==> config.mk <==
export PLATFORM = sky130hd
export DESIGN_NAME = gray_step_decoder
export DESIGN_NICKNAME = d
export VERILOG_FILES = /design/src/rtl/gray_pkg.sv /design/src/rtl/gray2bin_comb.sv /design/src/rtl/gray_step_decoder.sv
export SDC_FILE = /design/constraint.sdc
export NUM_CORES = 1
export LEC_CHECK = 0
export BUFFER_PORTS_ARGS = -buffer_cell sky130_fd_sc_hd__buf_2
export CAP_MARGIN = 30
export CORE_MARGIN = 8
export CORE_UTILIZATION = 41
export CTS_CLUSTER_DIAMETER = 80
export DETAILED_ROUTE_END_ITERATION = 10
export PLACE_DENSITY = 0.67
export SYNTH_ARGS = -nofsm -noshare
export SYNTH_HDL_FRONTEND = slang
export SYNTH_HIERARCHICAL = 1
export SYNTH_SLANG_ARGS = --single-unit
==> constraint.sdc <==
create_clock -name clk -period 7.1 [get_ports clk]
set_input_delay 0.71 -clock clk [delete_from_list [all_inputs] [get_ports clk]]
set_output_delay 0.71 -clock clk [all_outputs]
set_load 0.02 [all_outputs]
==> src/rtl/gray_pkg.sv <==
// Shared definitions for the Gray-code datapath: default width, decoder FSM states,
// and width-agnostic Gray/popcount helpers (callers zero-extend narrower values to 32 bits).
package gray_pkg;

    localparam int GRAY_WIDTH = 4;

    typedef enum logic [0:0] {
        EMPTY    = 1'b0,
        TRACKING = 1'b1
    } state_t;

    // Zero-extended inputs decode correctly: the leading zeros leave the low bits untouched.
    function automatic logic [31:0] gray2bin(input logic [31:0] g);
        logic [31:0] b;
        b[31] = g[31];
        for (int i = 30; i >= 0; i--) begin
            b[i] = b[i+1] ^ g[i];
        end
        return b;
    endfunction

    function automatic logic [5:0] popcount(input logic [31:0] v);
        logic [5:0] c;
        c = 6'd0;
        for (int i = 0; i < 32; i++) begin
            c = c + {5'd0, v[i]};
        end
        return c;
    endfunction

endpackage

==> src/rtl/gray2bin_comb.sv <==
// Purely combinational WIDTH-bit Gray-to-binary decoder.
module gray2bin_comb #(
    parameter int WIDTH = 4
) (
    input  logic [WIDTH-1:0] gray_i,
    output logic [WIDTH-1:0] bin_o
);

    // Prefix-XOR from the MSB down.
    always_comb begin
        logic [WIDTH-1:0] b;
        b[WIDTH-1] = gray_i[WIDTH-1];
        for (int i = WIDTH - 2; i >= 0; i--) begin
            b[i] = b[i+1] ^ gray_i[i];
        end
        bin_o = b;
    end

endmodule

==> src/rtl/gray_step_decoder.sv <==
// Gray receive stage: registered decode plus single-step legality, direction
// and wrap-around tracking against the previously accepted sample.
module gray_step_decoder
    import gray_pkg::*;
#(
    parameter int WIDTH  = GRAY_WIDTH,
    parameter int WRAP_W = 8
) (
    input  logic              clk,
    input  logic              rst,
    input  logic              in_valid,
    input  logic [WIDTH-1:0]  in_gray,
    output logic              out_valid,
    output logic [WIDTH-1:0]  out_bin,
    output logic              dir_up,
    output logic              step_err,
    output logic              err_sticky,
    output logic [WRAP_W-1:0] wrap_cnt
);

    localparam logic [WIDTH-1:0]  BIN_MAX  = {WIDTH{1'b1}};
    localparam logic [WIDTH-1:0]  BIN_ZERO = {WIDTH{1'b0}};
    localparam logic [WIDTH-1:0]  BIN_ONE  = {{(WIDTH-1){1'b0}}, 1'b1};
    localparam logic [WRAP_W-1:0] WRAP_ONE = {{(WRAP_W-1){1'b0}}, 1'b1};

    state_t             state_q, state_d;
    logic [WIDTH-1:0]   prev_gray_q, prev_gray_d;
    logic [WIDTH-1:0]   prev_bin_q, prev_bin_d;
    logic               out_valid_q, out_valid_d;
    logic [WIDTH-1:0]   out_bin_q, out_bin_d;
    logic               dir_up_q, dir_up_d;
    logic               step_err_q, step_err_d;
    logic               err_sticky_q, err_sticky_d;
    logic [WRAP_W-1:0]  wrap_cnt_q, wrap_cnt_d;

    logic [WIDTH-1:0]   bin_s;
    logic [5:0]         hd_s;

    gray2bin_comb #(.WIDTH(WIDTH)) u_dec (
        .gray_i (in_gray),
        .bin_o  (bin_s)
    );

    assign hd_s = popcount(32'(in_gray ^ prev_gray_q));

    // Next-state: every accepted sample is decoded and becomes the new reference.
    always_comb begin
        state_d      = state_q;
        prev_gray_d  = prev_gray_q;
        prev_bin_d   = prev_bin_q;
        out_valid_d  = 1'b0;
        out_bin_d    = out_bin_q;
        dir_up_d     = dir_up_q;
        step_err_d   = 1'b0;
        err_sticky_d = err_sticky_q;
        wrap_cnt_d   = wrap_cnt_q;
        if (in_valid) begin
            out_valid_d = 1'b1;
            out_bin_d   = bin_s;
            prev_gray_d = in_gray;
            prev_bin_d  = bin_s;
            state_d     = TRACKING;
            case (state_q)
                EMPTY: begin
                    step_err_d = 1'b0;
                end
                TRACKING: begin
                    if (hd_s == 6'd0) begin
                        step_err_d = 1'b0;
                    end else if (hd_s == 6'd1) begin
                        dir_up_d = (bin_s == prev_bin_q + BIN_ONE);
                        if (prev_bin_q == BIN_MAX && bin_s == BIN_ZERO) begin
                            wrap_cnt_d = wrap_cnt_q + WRAP_ONE;
                        end else if (prev_bin_q == BIN_ZERO && bin_s == BIN_MAX) begin
                            wrap_cnt_d = wrap_cnt_q - WRAP_ONE;
                        end else begin
                            wrap_cnt_d = wrap_cnt_q;
                        end
                    end else begin
                        // Multi-bit jump: flag it, keep direction/wrap, resync on this sample.
                        step_err_d   = 1'b1;
                        err_sticky_d = 1'b1;
                    end
                end
                default: begin
                    state_d = EMPTY;
                end
            endcase
        end else begin
            out_valid_d = 1'b0;
        end
    end

    // State and registered outputs; reset drops any same-cycle sample.
    always_ff @(posedge clk) begin
        if (rst) begin
            state_q      <= EMPTY;
            prev_gray_q  <= BIN_ZERO;
            prev_bin_q   <= BIN_ZERO;
            out_valid_q  <= 1'b0;
            out_bin_q    <= BIN_ZERO;
            dir_up_q     <= 1'b0;
            step_err_q   <= 1'b0;
            err_sticky_q <= 1'b0;
            wrap_cnt_q   <= {WRAP_W{1'b0}};
        end else begin
            state_q      <= state_d;
            prev_gray_q  <= prev_gray_d;
            prev_bin_q   <= prev_bin_d;
            out_valid_q  <= out_valid_d;
            out_bin_q    <= out_bin_d;
            dir_up_q     <= dir_up_d;
            step_err_q   <= step_err_d;
            err_sticky_q <= err_sticky_d;
            wrap_cnt_q   <= wrap_cnt_d;
        end
    end

    assign out_valid  = out_valid_q;
    assign out_bin    = out_bin_q;
    assign dir_up     = dir_up_q;
    assign step_err   = step_err_q;
    assign err_sticky = err_sticky_q;
    assign wrap_cnt   = wrap_cnt_q;

endmodule
==> impl_metrics.json, run 1 <==
{
  "status": "finished clean",
  "setup.worst_path.end_class": "flop",
  "clk_latency_ns": 0.31,
  "numCtsBuffers": 3,
  "drive_above_1_share_pct": 20.5,
  "fmax_ghz": 0.302,
  "overflow": 0,
  "cap_violations": 0,
  "grt_pass1_vias": 1100,
  "routed_wl_um": 2590,
  "period_minus_slack_ns": 3.31,
  "grt_usage_pct": 11.2,
  "synth-seq-cells": 21,
  "rsz0062_at_grt": "false",
  "antenna_found_initial": 0,
  "synthFlopType": "dfxtp_1",
  "die-area_um2": 5170,
  "grt_start_max_net_pins": 22,
  "synth_edf_count": 0,
  "avgSynthCellArea_um2": 9.56,
  "slew_viol_final": 0,
  "skew_ns": 0.00391,
  "postSynthNetCount": 153,
  "synth_cell_type_count": 34,
  "worst_pin_slew_ns": 0.388,
  "antenna_left": 0,
  "num_io_pins": 23,
  "fill_cells": 300,
  "finalCritPeriodShare_pct": 46.6,
  "drtIter0Drc": 64,
  "core_area_um2": 3000,
  "cts.sinks": 21,
  "dp_hpwl_um": 2060,
  "cts_tree": "built",
  "num-nets-final": 176,
  "rows": 20,
  "root_buffer": "clkbuf_4",
  "mostFrequentLayoutCells": "nor2_1, buf_2, dfxtp_1",
  "clk_pin_slew_ns": 0.13,
  "final_hold_viol_count": 0,
  "netlist_instances": 134,
  "vias": 982,
  "setup_violations": 0,
  "yosys_warnings": 6,
  "hold_class": "flop to flop",
  "leakagePower_nw": 0.683,
  "ys_seq_area_share_pct": 32.8,
  "max-slew-margin-rel_pct": 73.9,
  "grt_pass1_wl_um": 4660,
  "viasPerCell": 5.20,
  "required_ns": 7.32,
  "start_util_pct": 42.7,
  "worstSetupPathType": "primary input to flop",
  "gp_congestion": 0.823,
  "power_density_nw_per_um2": 167,
  "wl_per_cell_um": 13.7,
  "synth.cell_area_um2": 1280,
  "cts_buffer_depth": 2,
  "syn_to_final_growth_pct": 12.4,
  "htreeDepth": 1,
  "vdd_drop_max_v": 0.000106,
  "final_common_cell": "nor2_1",
  "num_antenna_cells": 0,
  "die_y_um": 71.9,
  "first_pass_iters": 4,
  "crit_fanout": 9,
  "cp-start-kind": "primary input",
  "cts_setup_buffers": 0,
  "port_buffers": 22,
  "die_width_um": 71.9,
  "ctsHoldBuffers": 0,
  "arrival_ns": 3.52,
  "drc": 0,
  "cts_resized": 0,
  "hold_slack_ns": 0.460,
  "finalSetupTns_ns": 0,
  "synth-async-reset-ratio_pct": 0
}
-- power breakdown --
part | switching [mW] | total, mW | internal (mW)
Combinational | 0.0297 | 0.0512 | 0.0215
Sequential | 0.00461 | 0.128 | 0.123
Clock | 0.0401 | 0.0611 | 0.0211
Total | 0.0744 | 0.240 | 0.166
-- sequential cells by signal, indices dropped and copies added, names as in the netlist --
signal	count
err_sticky	1
out_valid	1
prev_gray_q	4
wrap_cnt	8
state_q	1
dir_up	1
out_bin	4
step_err	1
-- kinds of logic after synthesis --
| family | synth area share, % |
|---|---|
| simple gates | 15.1 |
| buf+inv | 3.03 |
| mux | 11.0 |
| fa+ha+maj | 12.9 |
| xor+xnor | 13.6 |
| flops | 32.8 |
| compound gates | 11.5 |
-- cell usage after synthesis (3+ instances only) --
cell type   n  area [µm²]
dfxtp_1    21         420
xor2_1      7        61.3
mux2i_1    13         130
inv_1       5        18.8
a21o_1      4        30.0
ha_1       10         125
o21ai_0     4        20.0
a21oi_1     5        25.0
nor2_1     23        86.3
xnor2_1    11        96.3
a211oi_1    3        22.5
-- through the flow --
| stage | instances | power [mW] | area [µm²] | util [%] | setup slack [ns] |
|---|---|---|---|---|---|
| floorplan | 134 | 0.169 | 1280 | - | 3.91 |
| global placement | 185 | 0.180 | 1410 | 47.0 | 3.60 |
| detailed placement | 185 | 0.182 | 1410 | 47.0 | 3.47 |
| CTS | 189 | 0.244 | 1440 | 48.0 | 3.80 |
| global route | 189 | 0.256 | 1440 | 48.0 | 3.63 |
| finish | 189 | 0.240 | 1440 | 48.0 | 3.79 |
-- worst paths after layout --
check                               from                  endpoint  slack [ns]  depth (start not counted)
min              err_sticky$_SDFFE_PP0P_   err_sticky$_SDFFE_PP0P_        0.46                          1
min reg2reg      err_sticky$_SDFFE_PP0P_   err_sticky$_SDFFE_PP0P_        0.46                          1
max                           in_gray[3]  wrap_cnt[7]$_SDFFE_PP0P_        3.79                         11
max reg2reg  prev_gray_q[0]$_SDFFE_PP0P_  wrap_cnt[4]$_SDFFE_PP0P_        4.39                          9
-- metal layers --
| metal | vias up | share of wire, % | track usage (%) | wire [µm] |
|---|---|---|---|---|
| met5 | - | 0 | 0 | 0 |
| met1 | 437 | 44 | 12.3 | 1150 |
| met2 | 27 | 48 | 18.4 | 1240 |
| met3 | 11 | 5.0 | 3.86 | 128 |
| met4 | 0 | 2.9 | 6.12 | 74 |
| li1 | 507 | - | - | - |
-- final cells by class --
type	instances	area [µm²]	area share, %
clock buffer	3	22.5	1.56
timing repair buffer	22	110	7.65
clock inverter	1	5.00	0.348
tap	33	41.3	2.87
multi-input combinational	104	822	57.1
sequential	21	420	29.2
inverter	5	18.8	1.30
-- worst max-delay path: stages --
cell and delay, ns:
buf_2 0.17, xor2_2 0.34, xor2_1 0.20, and4bb_2 0.35, nand3_2 0.23, ha_1 0.43
o211ai_1 0.19, o21ai_1 0.13, a31oi_1 0.21, mux2i_1 0.23, mux2_2 0.34
Note: power is estimated with default switching activity, not from simulation.
==> inputs of run 2 (changes only) <==
==> constraint.sdc (replaced) <==
create_clock -name clk -period 3.2 [get_ports clk]
set_input_delay 0.32 -clock clk [delete_from_list [all_inputs] [get_ports clk]]
set_output_delay 0.32 -clock clk [all_outputs]
set_load 0.02 [all_outputs]
==> impl_metrics.json, run 2 (synthesis gave the netlist of run 1 again) <==
{
  "rows": 20,
  "vdd_drop_max_v": 0.000254,
  "min_path_cells": 3,
  "rrSetupSlack_ns": 0.51,
  "hold_end": "prev_gray_q[0]$_SDFFE_PP0P_",
  "num_io_pins": 23,
  "grt_usage_pct": 10.4,
  "final_common_cell": "nor2_1",
  "power.total_mw": 0.527,
  "worst_pin_slew_ns": 0.384,
  "clk_pin_slew_ns": 0.13,
  "htreeDepth": 1,
  "routed_wl_um": 2590,
  "core_area_um2": 3000,
  "finalCritPeriodShare_pct": 88.0,
  "port_buffers": 22,
  "final_hold_viol_count": 0,
  "gp_congestion": 0.896,
  "comb_power_share_pct": 22.1,
  "leakagePower_nw": 0.692,
  "cts_tree": "built",
  "cts_setup_buffers": 0,
  "grt_pass1_wl_um": 4330,
  "status": "finished clean",
  "switching_share_pct": 29.8,
  "hp-start": "in_gray[0]",
  "first_pass_iters": 4,
  "grt_start_max_net_pins": 22,
  "antenna_left": 0,
  "seq_power_share_pct": 53.8,
  "cts_resized": 0,
  "rsz0062_at_grt": "false",
  "vias": 1014,
  "clock_power_share_pct": 24.1,
  "cap_violations": 0,
  "cp-start-kind": "primary input",
  "die-area_um2": 5170,
  "reg2reg_depth": 9,
  "numCtsBuffers": 3,
  "die_width_um": 71.9,
  "hold_class": "primary input to flop",
  "grt_pass1_vias": 1035,
  "p_switching_mw": 0.157,
  "wl_per_cell_um": 13.6,
  "ctsHoldBuffers": 0,
  "skew_ns": 0.0145,
  "worstSetupPathType": "primary input to flop",
  "dp_hpwl_um": 2080,
  "crit_fanout": 8,
  "cts.sinks": 21,
  "root_buffer": "clkbuf_4",
  "power_density_nw_per_um2": 362,
  "die_y_um": 71.9,
  "clk_latency_ns": 0.31,
  "overflow": 0,
  "p_int_mw": 0.370,
  "largest_reg_flops": 8,
  "drive_above_1_share_pct": 21.5,
  "antenna_found_initial": 0,
  "reg2reg_to": "wrap_cnt[5]$_SDFFE_PP0P_",
  "drc": 0,
  "hold_slack_ns": 0.302,
  "syn_to_final_growth_pct": 13.6,
  "num-nets-final": 178,
  "setup_violations": 0,
  "reg2reg_from": "prev_gray_q[3]$_SDFFE_PP0P_",
  "period_minus_slack_ns": 2.82,
  "max-slew-margin-rel_pct": 74.4,
  "finalSetupTns_ns": 0,
  "slew_viol_final": 0,
  "cts_buffer_depth": 2,
  "drtIter0Drc": 23,
  "start_util_pct": 42.7,
  "fill_cells": 312,
  "viasPerCell": 5.31,
  "mostFrequentLayoutCells": "nor2_1, buf_2, dfxtp_1",
  "num_antenna_cells": 0,
  "setup.worst_path.end_class": "flop",
  "required_ns": 3.39,
  "fmax_ghz": 0.355,
  "arrival_ns": 3.01
}
==> run 2: cell count changes in the layout (fill, tap and decap cells not counted) <==
cell   before  now
buf_4       0    2
==> run 2: through the flow <==
step                instance area [µm²]  utilization (%)  setup slack (ns)  std cells
floorplan                          1280                -             0.396        134
global placement                   1430             47.5             0.220        187
detailed placement                 1430             47.5            0.0632        187
CTS                                1460             48.5             0.389        191
global route                       1460             48.5             0.206        191
finish                             1460             48.5             0.383        191
==> run 2: final cells by class <==
| type | instances | area [µm²] | share of cell area [%] |
|---|---|---|---|
| flip-flops and latches | 21 | 420 | 28.9 |
| multi-input cells | 104 | 822 | 56.5 |
| repair buffers | 24 | 125 | 8.60 |
| inverters | 5 | 18.8 | 1.29 |
| well taps | 33 | 41.3 | 2.84 |
| clock inverters | 1 | 5.00 | 0.344 |
| clock buffers | 3 | 22.5 | 1.55 |
==> run 2: power groups by stage <==
stage,combinational (mW),sequential [mW],clock [mW]
after floorplan,0.0771,0.297,0
after global placement,0.113,0.288,0
final,0.117,0.283,0.127
after global routing,0.132,0.285,0.142
after CTS,0.119,0.283,0.134
after detailed placement,0.118,0.289,0
==> run 2: worst max path at each step <==
stage | startpoint | cells past startpoint | slack [ns] | end
2_1_floorplan | in_gray[2] | 10 | 0.40 | wrap_cnt[7]$_SDFFE_PP0P_
5_1_grt | prev_gray_q[1]$_SDFFE_PP0P_ | 9 | 0.21 | wrap_cnt[5]$_SDFFE_PP0P_
3_5_place_dp | in_gray[3] | 11 | 0.06 | wrap_cnt[7]$_SDFFE_PP0P_
6_report | in_gray[3] | 11 | 0.38 | wrap_cnt[7]$_SDFFE_PP0P_
4_1_cts | in_gray[3] | 11 | 0.39 | wrap_cnt[7]$_SDFFE_PP0P_
3_3_place_gp | in_gray[3] | 11 | 0.22 | wrap_cnt[7]$_SDFFE_PP0P_
==> run 2: critical path, stage by stage <==
cell and delay, ns:
buf_2 0.17, xor2_2 0.34, xor2_1 0.14, and4bb_2 0.32, nand3_2 0.19, ha_1 0.41
o211ai_1 0.21, o21ai_1 0.13, a31oi_1 0.22, mux2i_1 0.22, mux2_2 0.34
==> run 2: per-layer routing <==
metal  global-route usage (%)  part of all wire (%)  wire (µm)  vias up
met4                     6.12                  0.58         15        0
li1                         -                     -          -      512
met3                     2.34                   4.4        114        2
met5                        0                     0          0        -
met2                     18.0                    49       1260       24
met1                     11.4                    46       1190      476
